**config.mk**
```make
export PLATFORM = sky130hd
export DESIGN_NAME = parking_manager
export DESIGN_NICKNAME = d
export VERILOG_FILES = /design/src/rtl/parking_manager.sv
export SDC_FILE = /design/constraint.sdc
export NUM_CORES = 1
export LEC_CHECK = 0
export CORE_MARGIN = 2
export CORE_UTILIZATION = 63
export CTS_BUF_LIST = sky130_fd_sc_hd__clkbuf_8
export DETAILED_ROUTE_END_ITERATION = 12
export PLACE_DENSITY = 0.9
export SLEW_MARGIN = 20
export SYNTH_ARGS = -nofsm -noshare
export SYNTH_HDL_FRONTEND = slang
export SYNTH_SLANG_ARGS = --single-unit
```
**constraint.sdc**
```tcl
create_clock -name clk -period 5.7 [get_ports clk]
set_input_delay 0.57 -clock clk [delete_from_list [all_inputs] [get_ports clk]]
set_output_delay 0.57 -clock clk [all_outputs]
set_load 0.05 [all_outputs]
```
**src/rtl/parking_manager.sv**
```systemverilog
// Purpose : parking-lot occupancy tracker with per-hour peak log and end-of-day report readout.
// Latency : occupancy/hour/rejected update one cycle after the request; rd_max is combinational from rd_addr.
// Backpr.  : none; requests are sampled every cycle, refused enters pulse 'rejected', REPORT ignores requests.
//
// Ports   : clk, reset (async active-low, deassertion synchronized), enter/exit/increase_time requests,
//           occupancy/full/hour status, end_day, rush_start/rush_end with no_rush/no_end invalid flags,
//           rd_addr/rd_max report readout, rejected pulse, reject_count.
// Option  : define PARKING_REJECT_COUNT_EN to build the saturating refused-entry counter;
//           otherwise reject_count is tied to zero.
module parking_manager #(
    parameter int CAPACITY  = 3,
    parameter int HOURS     = 8,
    parameter int READ_HOLD = 1
) (
    input  logic                          clk,
    input  logic                          reset,
    input  logic                          enter,
    input  logic                          exit,
    input  logic                          increase_time,
    output logic [$clog2(CAPACITY+1)-1:0] occupancy,
    output logic                          full,
    output logic [$clog2(HOURS)-1:0]      hour,
    output logic                          end_day,
    output logic [$clog2(HOURS)-1:0]      rush_start,
    output logic [$clog2(HOURS)-1:0]      rush_end,
    output logic                          no_rush,
    output logic                          no_end,
    output logic [$clog2(HOURS)-1:0]      rd_addr,
    output logic [$clog2(CAPACITY+1)-1:0] rd_max,
    output logic                          rejected,
    output logic [7:0]                    reject_count
);
    localparam int OW = $clog2(CAPACITY+1);
    localparam int HW = $clog2(HOURS);

    typedef enum logic {DAY = 1'b0, REPORT = 1'b1} state_t;

    state_t          r_state;
    state_t          w_state_nxt;
    logic            r_run;
    logic [OW-1:0]   r_occ;
    logic [HW-1:0]   r_hour;
    logic [OW-1:0]   r_log [HOURS];
    logic [HW-1:0]   r_rush_start;
    logic [HW-1:0]   r_rush_end;
    logic            r_no_rush;
    logic            r_no_end;
    logic            r_rejected;
    logic [HW-1:0]   r_rd_addr;
    logic [24:0]     r_hold;

    logic            w_act;
    logic            w_full;
    logic            w_last_hour;
    logic            w_reject;
    logic [OW-1:0]   w_occ_nxt;

    // r_run stays low for the first edge after reset release, so the reset
    // deassertion is seen synchronously and the second edge takes the first action.
    always_ff @(posedge clk or negedge reset) begin
        if (!reset) r_run <= 1'b0;
        else        r_run <= 1'b1;
    end

    assign w_act       = r_run && (r_state == DAY);
    assign w_full      = (r_occ == OW'(CAPACITY));
    assign w_last_hour = (r_hour == HW'(HOURS-1));

    // Simultaneous enter+exit cancel: no occupancy change and no refusal.
    always_comb begin
        w_occ_nxt = r_occ;
        w_reject  = 1'b0;
        if (enter && !exit) begin
            if (w_full) w_reject  = 1'b1;
            else        w_occ_nxt = r_occ + 1'b1;
        end else if (exit && !enter && (r_occ != '0)) begin
            w_occ_nxt = r_occ - 1'b1;
        end
    end

    always_ff @(posedge clk or negedge reset) begin
        if (!reset) r_state <= DAY;
        else        r_state <= w_state_nxt;
    end

    // REPORT is terminal until reset.
    always_comb begin
        w_state_nxt = r_state;
        if (w_act && increase_time && w_last_hour) w_state_nxt = REPORT;
    end

    always_ff @(posedge clk or negedge reset) begin
        if (!reset) begin
            r_occ        <= '0;
            r_hour       <= '0;
            r_rush_start <= '0;
            r_rush_end   <= '0;
            r_no_rush    <= 1'b1;
            r_no_end     <= 1'b1;
            r_rejected   <= 1'b0;
            for (int i = 0; i < HOURS; i++) r_log[i] <= '0;
        end else begin
            r_rejected <= w_act && w_reject;
            if (w_act) begin
                r_occ <= w_occ_nxt;
                if (w_occ_nxt > r_log[r_hour]) r_log[r_hour] <= w_occ_nxt;
                // Cars present at the hour change are the new hour's starting peak.
                if (increase_time && !w_last_hour) begin
                    r_hour                <= r_hour + 1'b1;
                    r_log[r_hour + 1'b1]  <= w_occ_nxt;
                end
                // next occupancy cannot be both CAPACITY and 0, so rush end is
                // only ever latched on a later cycle than rush start.
                if (r_no_rush && (w_occ_nxt == OW'(CAPACITY))) begin
                    r_rush_start <= r_hour;
                    r_no_rush    <= 1'b0;
                end else if (!r_no_rush && r_no_end && (w_occ_nxt == '0)) begin
                    r_rush_end <= r_hour;
                    r_no_end   <= 1'b0;
                end
            end
        end
    end

    // Report address walks the log, dwelling READ_HOLD cycles per entry.
    always_ff @(posedge clk or negedge reset) begin
        if (!reset) begin
            r_rd_addr <= '0;
            r_hold    <= '0;
        end else if (r_run && (r_state == REPORT)) begin
            if (r_hold == 25'(READ_HOLD-1)) begin
                r_hold    <= '0;
                r_rd_addr <= (r_rd_addr == HW'(HOURS-1)) ? '0 : r_rd_addr + 1'b1;
            end else begin
                r_hold <= r_hold + 1'b1;
            end
        end
    end

`ifdef PARKING_REJECT_COUNT_EN
    logic [7:0] r_rej_cnt;
    always_ff @(posedge clk or negedge reset) begin
        if (!reset)                                        r_rej_cnt <= '0;
        else if (w_act && w_reject && (r_rej_cnt != 8'hFF)) r_rej_cnt <= r_rej_cnt + 1'b1;
    end
    assign reject_count = r_rej_cnt;
`else
    assign reject_count = 8'd0;
`endif

    assign occupancy  = r_occ;
    assign full       = w_full;
    assign hour       = r_hour;
    assign end_day    = (r_state == REPORT);
    assign rush_start = r_rush_start;
    assign rush_end   = r_rush_end;
    assign no_rush    = r_no_rush;
    assign no_end     = r_no_end;
    assign rd_addr    = r_rd_addr;
    assign rd_max     = r_log[r_rd_addr];
    assign rejected   = r_rejected;
endmodule

```
### Yosys cells after proc, flatten, opt, wreduce, memory -nomap -nowiden

Cells that the tools add are included.

| word-level totals | value |
|---|---|
| register bits after elaboration | 60 |
| input bits | 5 |

| operators by class | value |
|---|---|
| muxes and demuxes | 22 |
| bitwise gates (word level) | 5 |
| $lt $le $gt $ge | 6 |
| equality and inequality tests | 4 |
| add/sub/neg operators | 5 |
| reductions and logical operators | 25 |

Operators with widths:

| kind | count |
|---|---|
| two-way mux 16 bit | 3 |
| bitwise mux 16 bit | 2 |
| adder 25 x 1 -> 25 bit (second input constant) | 1 |
| zero test 25 bit | 1 |
| two-way mux 25 bit | 1 |
| two-way mux 2 bit | 9 |
| logical AND 1 bit | 14 |
| binary-select mux 2 bit (select 3 bit) | 2 |
| demux 2 bit (select 3 bit) | 2 |
| greater-or-equal comparator 4 bit (second input constant) | 3 |
| NOT 3 -> 4 bit | 3 |
| < comparator 4 x 1 -> 1 bit (second input constant) | 2 |
| adder 3 x 1 -> 3 bit (second input constant) | 2 |
| == test 3 bit (second input constant) | 2 |
| AND reduction 2 bit | 3 |
| == test 2 bit (second input constant) | 2 |
| zero test 1 bit | 4 |
| two-way mux 3 bit | 1 |
| AND reduction 3 bit | 1 |
| adder 2 x 1 -> 2 bit (second input constant) | 1 |
| > comparator 2 bit | 1 |
| zero test 2 bit | 1 |
| two-way mux 1 bit | 2 |
| NOT 1 bit | 2 |
| 2 further kinds | 2 |

### Longest topological paths before layout

| logic depth | value |
|---|---|
| depth after elaboration | 10 |
| mapped depth | 10 |

### Least setup slack after synthesis

Ideal clock, no wire load.

| timing path | value |
|---|---|
| path type | register to register |
| from | reg r_occ[0] (netlist: occupancy[0]) |
| to | reg r_log[4] in the netlist's numbering |
| setup time | 0.125 ns |
| clock period less this slack | 3.271 ns |
| arrival | 3.146 ns |
| stages on the path, launching flop included | 10 |
| path slack | 2.429 ns |
| path buffers | 0 |
| cells stage by stage | dfrtp_1 > inv_1 > ha_1 > o311a_1 > nor2_1 > ha_1 > nand2_1 > o211ai_1 > o41ai_1 > mux2_2 |

| on the way | value |
|---|---|
| cells in the longest elaborated chain, start to end | 9 |
| elaborated cells on any way between the ends | 14 |
| classes of those cells | add/sub (2); order compare (1); eq/ne (1); mux (8); reduce/logical (2) |

Ends and longest elaborated chain:

| element | line | text |
|---|---|---|
| start: declaration | 41 | `logic [OW-1:0] r_occ;` |
| start signal: assignment | 105 | `r_occ <= w_occ_nxt;` |
| parallel branches: the longest is 3 deep, another holds subtractor 2 x 1 -> 2 bit | n/a |  |
| two-way mux 2 bit (*) | 73 | `if (enter && !exit) begin` |
| named net w_occ_nxt[1] | 56 | `logic [OW-1:0] w_occ_nxt;` |
| > comparator 2 bit (*) | 106 | `if (w_occ_nxt > r_log[r_hour]) r_log[r_hour] <= w_occ_nxt;` |
| two-way mux 16 bit (*) | 106 |  |
| two-way mux 16 bit (*) | 104 | `if (w_act) begin` |
| bitwise mux 16 bit | 110 | `r_log[r_hour + 1'b1] <= w_occ_nxt;` |
| two-way mux 16 bit (*) | 108 | `if (increase_time && !w_last_hour) begin` |
| end signal: indexed assignment | 110 |  |
| end: declaration | 43 | `logic [OW-1:0] r_log [HOURS];` |

Mark *: on every way through the listed nets, which the timed path passes. The select of a mux whose other input is x is not followed.
A chain may end at the register's enable or synchronous reset.

### Worst setup path in the final report

| timing path | value |
|---|---|
| from | in enter |
| to | reg r_log[6] in the netlist's numbering |

| on the way | value |
|---|---|
| cells in the longest elaborated chain, start to end | 10 |
| elaborated cells on any way between the ends | 12 |
| classes of those cells | order compare (1); mux (7); reduce/logical (4) |

Ends and longest elaborated chain:

| element | line | text |
|---|---|---|
| start: declaration | 17 | `input logic enter,` |
| zero test 1 bit | 76 | `end else if (exit && !enter && (r_occ != '0)) begin` |
| logical AND 1 bit (2 in a row) | 76 |  |
| two-way mux 2 bit | 76 |  |
| two-way mux 2 bit (*) | 73 |  |
| named net w_occ_nxt[1] | 56 |  |
| > comparator 2 bit (*) | 106 |  |
| two-way mux 16 bit (*) | 106 |  |
| two-way mux 16 bit (*) | 104 |  |
| bitwise mux 16 bit | 110 |  |
| two-way mux 16 bit (*) | 108 |  |

Mark *: on every way through the listed nets, which the timed path passes. The rest lies on a longest branch. The select of a mux whose other input is x is not followed.

==> summary.md <==
| Metric | Value |
|---|---|
| PD cells | `505 nW/um^2` |
| Share of post-route cells with drive strength above 1 | `0.182` |
| Die Wd | `75.1 um` |
| Critical Path End Type | `flip-flop` |
| First-pass GRT wire length | `10,400 um` |
| DR pass1 iterations | `4` |
| CTS tree | `built` |
| Critical path's largest stage delay | `610 ps` |
| Starting Density | `0.666` |
| Fillers | `301` |
| # port buffers | `25` |
| Top post-synthesis cells by count | `dfrtp_1, mux2_2, nand2_1, xnor2_1, ha_1` |
| WHS | `375 ps` |
| Post-Route WL | `6240 um` |
| Drt via density | `5.96` |
| Status | `complete, no violations` |
| Pleak | `1.58 nW` |
| Synth area leader | `dfrtp_1` |
| Synthesized instance count | `274` |
| Seq/Total Area, Yosys | `0.472` |
| Initial antenna violation count | `0` |
| CP required | `5920 ps` |
| Largest net degree at the start of global routing | `61` |
| Slew headroom | `0.279` |
| Synthesized cell area | `3190 um^2` |
| Final slew viol count | `0` |
| GR Util All Layers | `0.249` |
| DR WL/cell | `16.7 um` |
| Number of synthesized flops with an enable pin | `0` |
| Most frequent cell after synthesis | `dfrtp_1` |
| Critical path arrival | `3890 ps` |
| # rows | `25` |
| Core box area | `4790 um^2` |
| Antenna-violating nets left | `0` |
| Syn. warnings | `0` |
| Main area contributors after synthesis | `dfrtp_1, mux2_2, xnor2_1` |
| Worst skew pair latency | `340 ps` |
| Vias in the first global route | `2,200` |
| Max Root-Sink Buffers | `2` |
| Worst-case vdd ir drop | `231 uV` |
| Max Clock Skew | `6.41 ps` |
| Hold-fix buffers, CTS | `0` |
| R2R setup slack | `2140 ps` |
| Distinct cells, synth | `51` |
| Setup TNS | `0 ps` |
| P&R area growth vs syn | `15.7%` |
| Crit-path cells | `clkdlybuf4s50_1 > and2b_1 > nor3_1 > nor2_1 > ha_1 > nor2b_1 > o211ai_1 > o41ai_1 > mux2_2` |
| Endpoints failing hold | `0` |
| CTS resizes | `0` |
| DP HPWL | `4280 um` |
| Setup-failing EPs final | `0` |
| CP startpoint kind | `primary input` |
| Vias | `2,228` |
| Top FF cell, synth | `dfrtp_1` |
| Initial DRC count | `183` |
| Tcrit/Tclk final | `0.644` |
| Yosys top cell area share | `0.455` |
| Worst-Margin Slew | `1070 ps` |
| RD Place Congestion | `0.869` |
| Max Clk Rate | `273 MHz` |
| Die H | `75.1 um` |
| Critical Path Fanout Max | `9` |
| FFs w/ async S/R, synth | `1.00` |
| N_diodes | `0` |
| Setup CP Type | `in2reg` |
| CP max-delay cell | `clkdlybuf4s50_1` |
| H-tree level count | `3` |
| Drt drc | `0` |
| Num CTS Buffers | `9` |
| Fin crit period | `3670 ps` |
| Synth Register Bits | `60` |
| RSZ-0062 raised after global routing | `no` |
| Io pins | `34` |
| Die area | `5650 um^2` |
| Max-cap violations | `0` |
| Setup Fix Bufs, Post-CTS | `0` |
| Layout net count | `319` |
| Sink Count | `60` |
| CTS Root Cell | `clkbuf_8` |
| Clock slew at reported path FFs | `60 ps` |
| Worst Hold Class | `in2async` |
| Gr ovfl total | `0` |
| Syn Area/Cell | `11.6 um^2` |
## path summary, 6_finish.rpt
check	startpoint	end	cells past startpoint
worst min register to register	r_hold[24]	r_hold[24]	1
worst max register to register	occupancy[0]	r_log[6]	9
worst min-delay path	reset	rush_end[0]	2
worst max-delay path	enter	r_log[6]	9
max in group asynchronous	reset	r_hold[12]	2
min in group clk	r_hold[24]	r_hold[24]	1
## kinds of logic (layout without fill, tap and decap cells)
family,count (synthesis),in the layout,synth area share
simple gates,91,91,0.167
flops,60,60,0.472
mux,35,35,0.144
compound gates,27,27,0.0644
buf+inv,24,50,0.0400
xor+xnor,23,23,0.0632
fa+ha+maj,12,12,0.0471
other cells,2,9,0.00236
## power by group
group          leakage (nW)  internal [W]  switching [W]  total [W]
logic                 0.681      0.000347       0.000439   0.000786
clock network         0.115      0.000254       0.000159   0.000413
registers             0.785      0.000513       0.000149   0.000663
total                  1.58       0.00111       0.000748    0.00186
## state kept, by name, indices dropped and copies added, names as in the netlist
signal,cells
no_end,1
no_rush,1
end_day,1
hour,3
rejected,1
rush_start,3
rush_end,3
rd_addr,3
occupancy,2
r_hold,25
r_run,1
r_log,16
## metrics by stage
step	total power [W]	worst slack (ps)	utilization	instances	cell area (um^2)
2_1_floorplan	0.00123	2430	-	281	3210
3_5_place_dp	0.00145	1780	0.723	358	3460
3_3_place_gp	0.00142	1900	0.723	358	3460
5_1_grt	0.00197	1840	0.771	374	3690
6_report	0.00186	2030	0.771	374	3690
4_1_cts	0.00187	2110	0.768	374	3680
## layout make-up
| cell class | count | area, um^2 | area share |
|---|---|---|---|
| Inverter | 8 | 35.0 | 0.00950 |
| Clock buffer | 10 | 138 | 0.0373 |
| Multi-Input combinational cell | 197 | 1600 | 0.432 |
| Clock inverter | 6 | 80.1 | 0.0217 |
| Timing Repair Buffer | 26 | 253 | 0.0685 |
| Sequential cell | 60 | 1500 | 0.408 |
| Tap cell | 67 | 83.8 | 0.0227 |
## per-layer routing
metal / share of wire / vias to the layer above / wire, um / GRT usage
met5: 0 / - / 0 / 0
met4: 0.017 / 0 / 104 / 0.113
met3: 0.046 / 14 / 289 / 0.0723
met2: 0.51 / 69 / 3170 / 0.393
met1: 0.43 / 1093 / 2670 / 0.323
li1: - / 1052 / - / -
## critical path, delay by kind of cell
family / cells / cell delay (ps)
and+or+nand+nor: 4 / 1150
AOI/OAI and AO/OA: 2 / 790
buffers and inverters: 1 / 610
muxes: 1 / 390
adders and majority gates: 1 / 380
## placed cells by master (no fill, tap or decap), drive strengths merged, types with 4 or more instances in the layout
cell type      count
clkdlybuf4s50     24
nor2               7
and3               4
o211ai             4
mux2              27
o21ai              6
conb               9
nand3             11
and2               4
mux4               6
nand4             11
ha                12
inv                9
nand2             20
dfrtp             58
xnor2             20
nor4               9
nor2b              4
clkbuf            10
No activity file was read; power rests on OpenSTA's default activity.
==> patch: new RTL, same settings <==
Build with the macro `PARKING_REJECT_COUNT_EN` defined.
--- a/src/rtl/parking_manager.sv
+++ b/src/rtl/parking_manager.sv
@@ -9,2 +9,4 @@
 //           otherwise reject_count is tied to zero.
+`define PARKING_REJECT_COUNT_EN
+
 module parking_manager #(
Check against the original RTL: not equivalent (a bounded check fails within 10 cycles, from zero or initial values and one cycle with reset low).
==> patch against the unedited design <==
- clock skew shrank 0.0019 ns
- clock power grew 7.3%
- wire length grew 10%
- setup slack gained 0.10 ns
- synthesized cell count grew 6.9%
- worst hold slack gained 0.025 ns
- synthesized area grew 10%
- sequential cell count grew 8
- sequential power grew 9.8%
- power grew 7.1%
- final area grew 12%
- largest cell class unchanged
==> patch: results (changes against the unedited design) <==
| Metric | Value |
|---|---|
| Slew headroom | 0.451 (+0.173) |
| Syn nets | 311 |
| R2r worst-path depth | 10 (+1) |
| Clk_skew | 0.00454 ns (-0.00187 ns) |
| Initial antenna violation count | 0 (unchanged) |
| Average wire per standard cell | 16.9 um (+1.6%) |
| Worst path slowest cell | clkdlybuf4s50_1 |
| Avg Vias per Cell | 6.04 (+1.5%) |
| Layout net count | 347 (+8.8%) |
| Largest net degree at the start of global routing | 69 (+13%) |
| Status | finished clean |
| WHS | 0.400 ns (+0.0249 ns) |
| Num CTS Buffers | 9 (unchanged) |
| Share of cells above drive strength 1 | 0.213 (+0.0302) |
| GPL Wtd Cong | 0.828 (-4.8%) |
| CP max FO | 9 (unchanged) |
| HP Class | input pin to async pin |
| Max reg flops | 25 (unchanged) |
| Worst skew pair latency | 0.34 ns (about the same) |
| Fillers | 341 (+13%) |
| DR pass1 iterations | 4 (unchanged) |
| Flop-to-flop setup slack | 2.18 ns (+0.04 ns) |
| CP Capture Point | r_log[13] |
| Peak supply drop | 426 uV (+84%) |
| Synth top area cells | dfrtp_1 47%, mux2_2 9.6%, xnor2_1 5.5% |
| Final setup viols | 0 (unchanged) |
| IO Port Bufs | 33 (+32%) |
| Ant diodes | 0 (unchanged) |
| CP delay by family, top | compound AO/OA/AOI/OAI gates |
| Critical Path Max Stage Delay | 0.64 ns (+0.03 ns) |
| Max Slew Vio Count | 0 (unchanged) |
| Vias in the first global route | 2440 (+11%) |
| Yosys Warn Count | 0 (unchanged) |
| DP HPWL | 4.71 mm (+9.9%) |
| Switch share | 0.402 (about the same) |
| Register area share after synthesis | 0.484 (+0.0123) |
| Leakage power | 1.78 nW (+13%) |
| CTS max path bufs | 2 (unchanged) |
| CP Data Arrival Time | 3.79 ns (-0.10 ns) |
| Iter 0 DRT Violations | 210 (+15%) |
| First-pass GRT wire length | 11.4 mm (+11%) |
| Worst setup startpoint | enter |
| Ys async rst share | 1.00 (unchanged) |
| Clock group | 0.443 mW (+7.3%) |
| Post-synth cell types | 47 (-7.8%) |
| Root buf cell | clkbuf_8 |
| Post-CTS Setup Bufs | 0 (unchanged) |
| Gate power share | 0.413 (-0.009) |
| Total Routing Usage GR | 0.243 (-0.00658) |
| Post-synth top cells | 66 x dfrtp_1, 30 x mux2_2, 22 x xnor2_1 |
[patch: through the flow]
step / worst slack, ns / instance area (um2) / util / total power [mW] / cells
after floorplan: 2.23 / 3520 / - / 1.31 / 293
after global placement: 2.13 / 3900 / 0.717 / 1.52 / 390
after detailed placement: 1.90 / 3900 / 0.717 / 1.55 / 390
after CTS: 2.21 / 4120 / 0.758 / 2.00 / 406
after global routing: 1.98 / 4120 / 0.758 / 2.09 / 406
final: 2.13 / 4120 / 0.758 / 1.99 / 406
[patch: layout make-up]
| class | count | area share |
|---|---|---|
| Clock buffer | 10 | 0.0334 |
| Clock inverter | 6 | 0.0212 |
| Inverter | 11 | 0.0100 |
| Multi-Input combinational cell | 205 | 0.420 |
| Sequential cell | 68 | 0.413 |
| Tap cell | 72 | 0.0218 |
| Timing Repair Buffer | 34 | 0.0807 |
[patch: metal layers]
layer / up-vias / share of wire / global-route usage
met3: 14 / 0.039 / 0.0580
met5: - / 0 / 0
met2: 66 / 0.50 / 0.390
met1: 1225 / 0.44 / 0.317
met4: 0 / 0.021 / 0.107
li1: 1149 / - / -
[patch: worst min-delay path by stage]
stage / start / endpoint
final: reset / reject_count[7]
after global routing: reset / reject_count[5]
after CTS: reset / reject_count[7]
after detailed placement: r_hold[24] / r_hold[24]
after global placement: r_hold[24] / r_hold[24]
after floorplan: reset / end_day
[patch: cells by family after synthesis]
logic type      synth area share
mux                        0.150
compound gates            0.0672
flops                      0.484
other cells              0.00107
simple gates               0.155
fa+ha+maj                 0.0462
xor+xnor                  0.0721
buf+inv                   0.0245
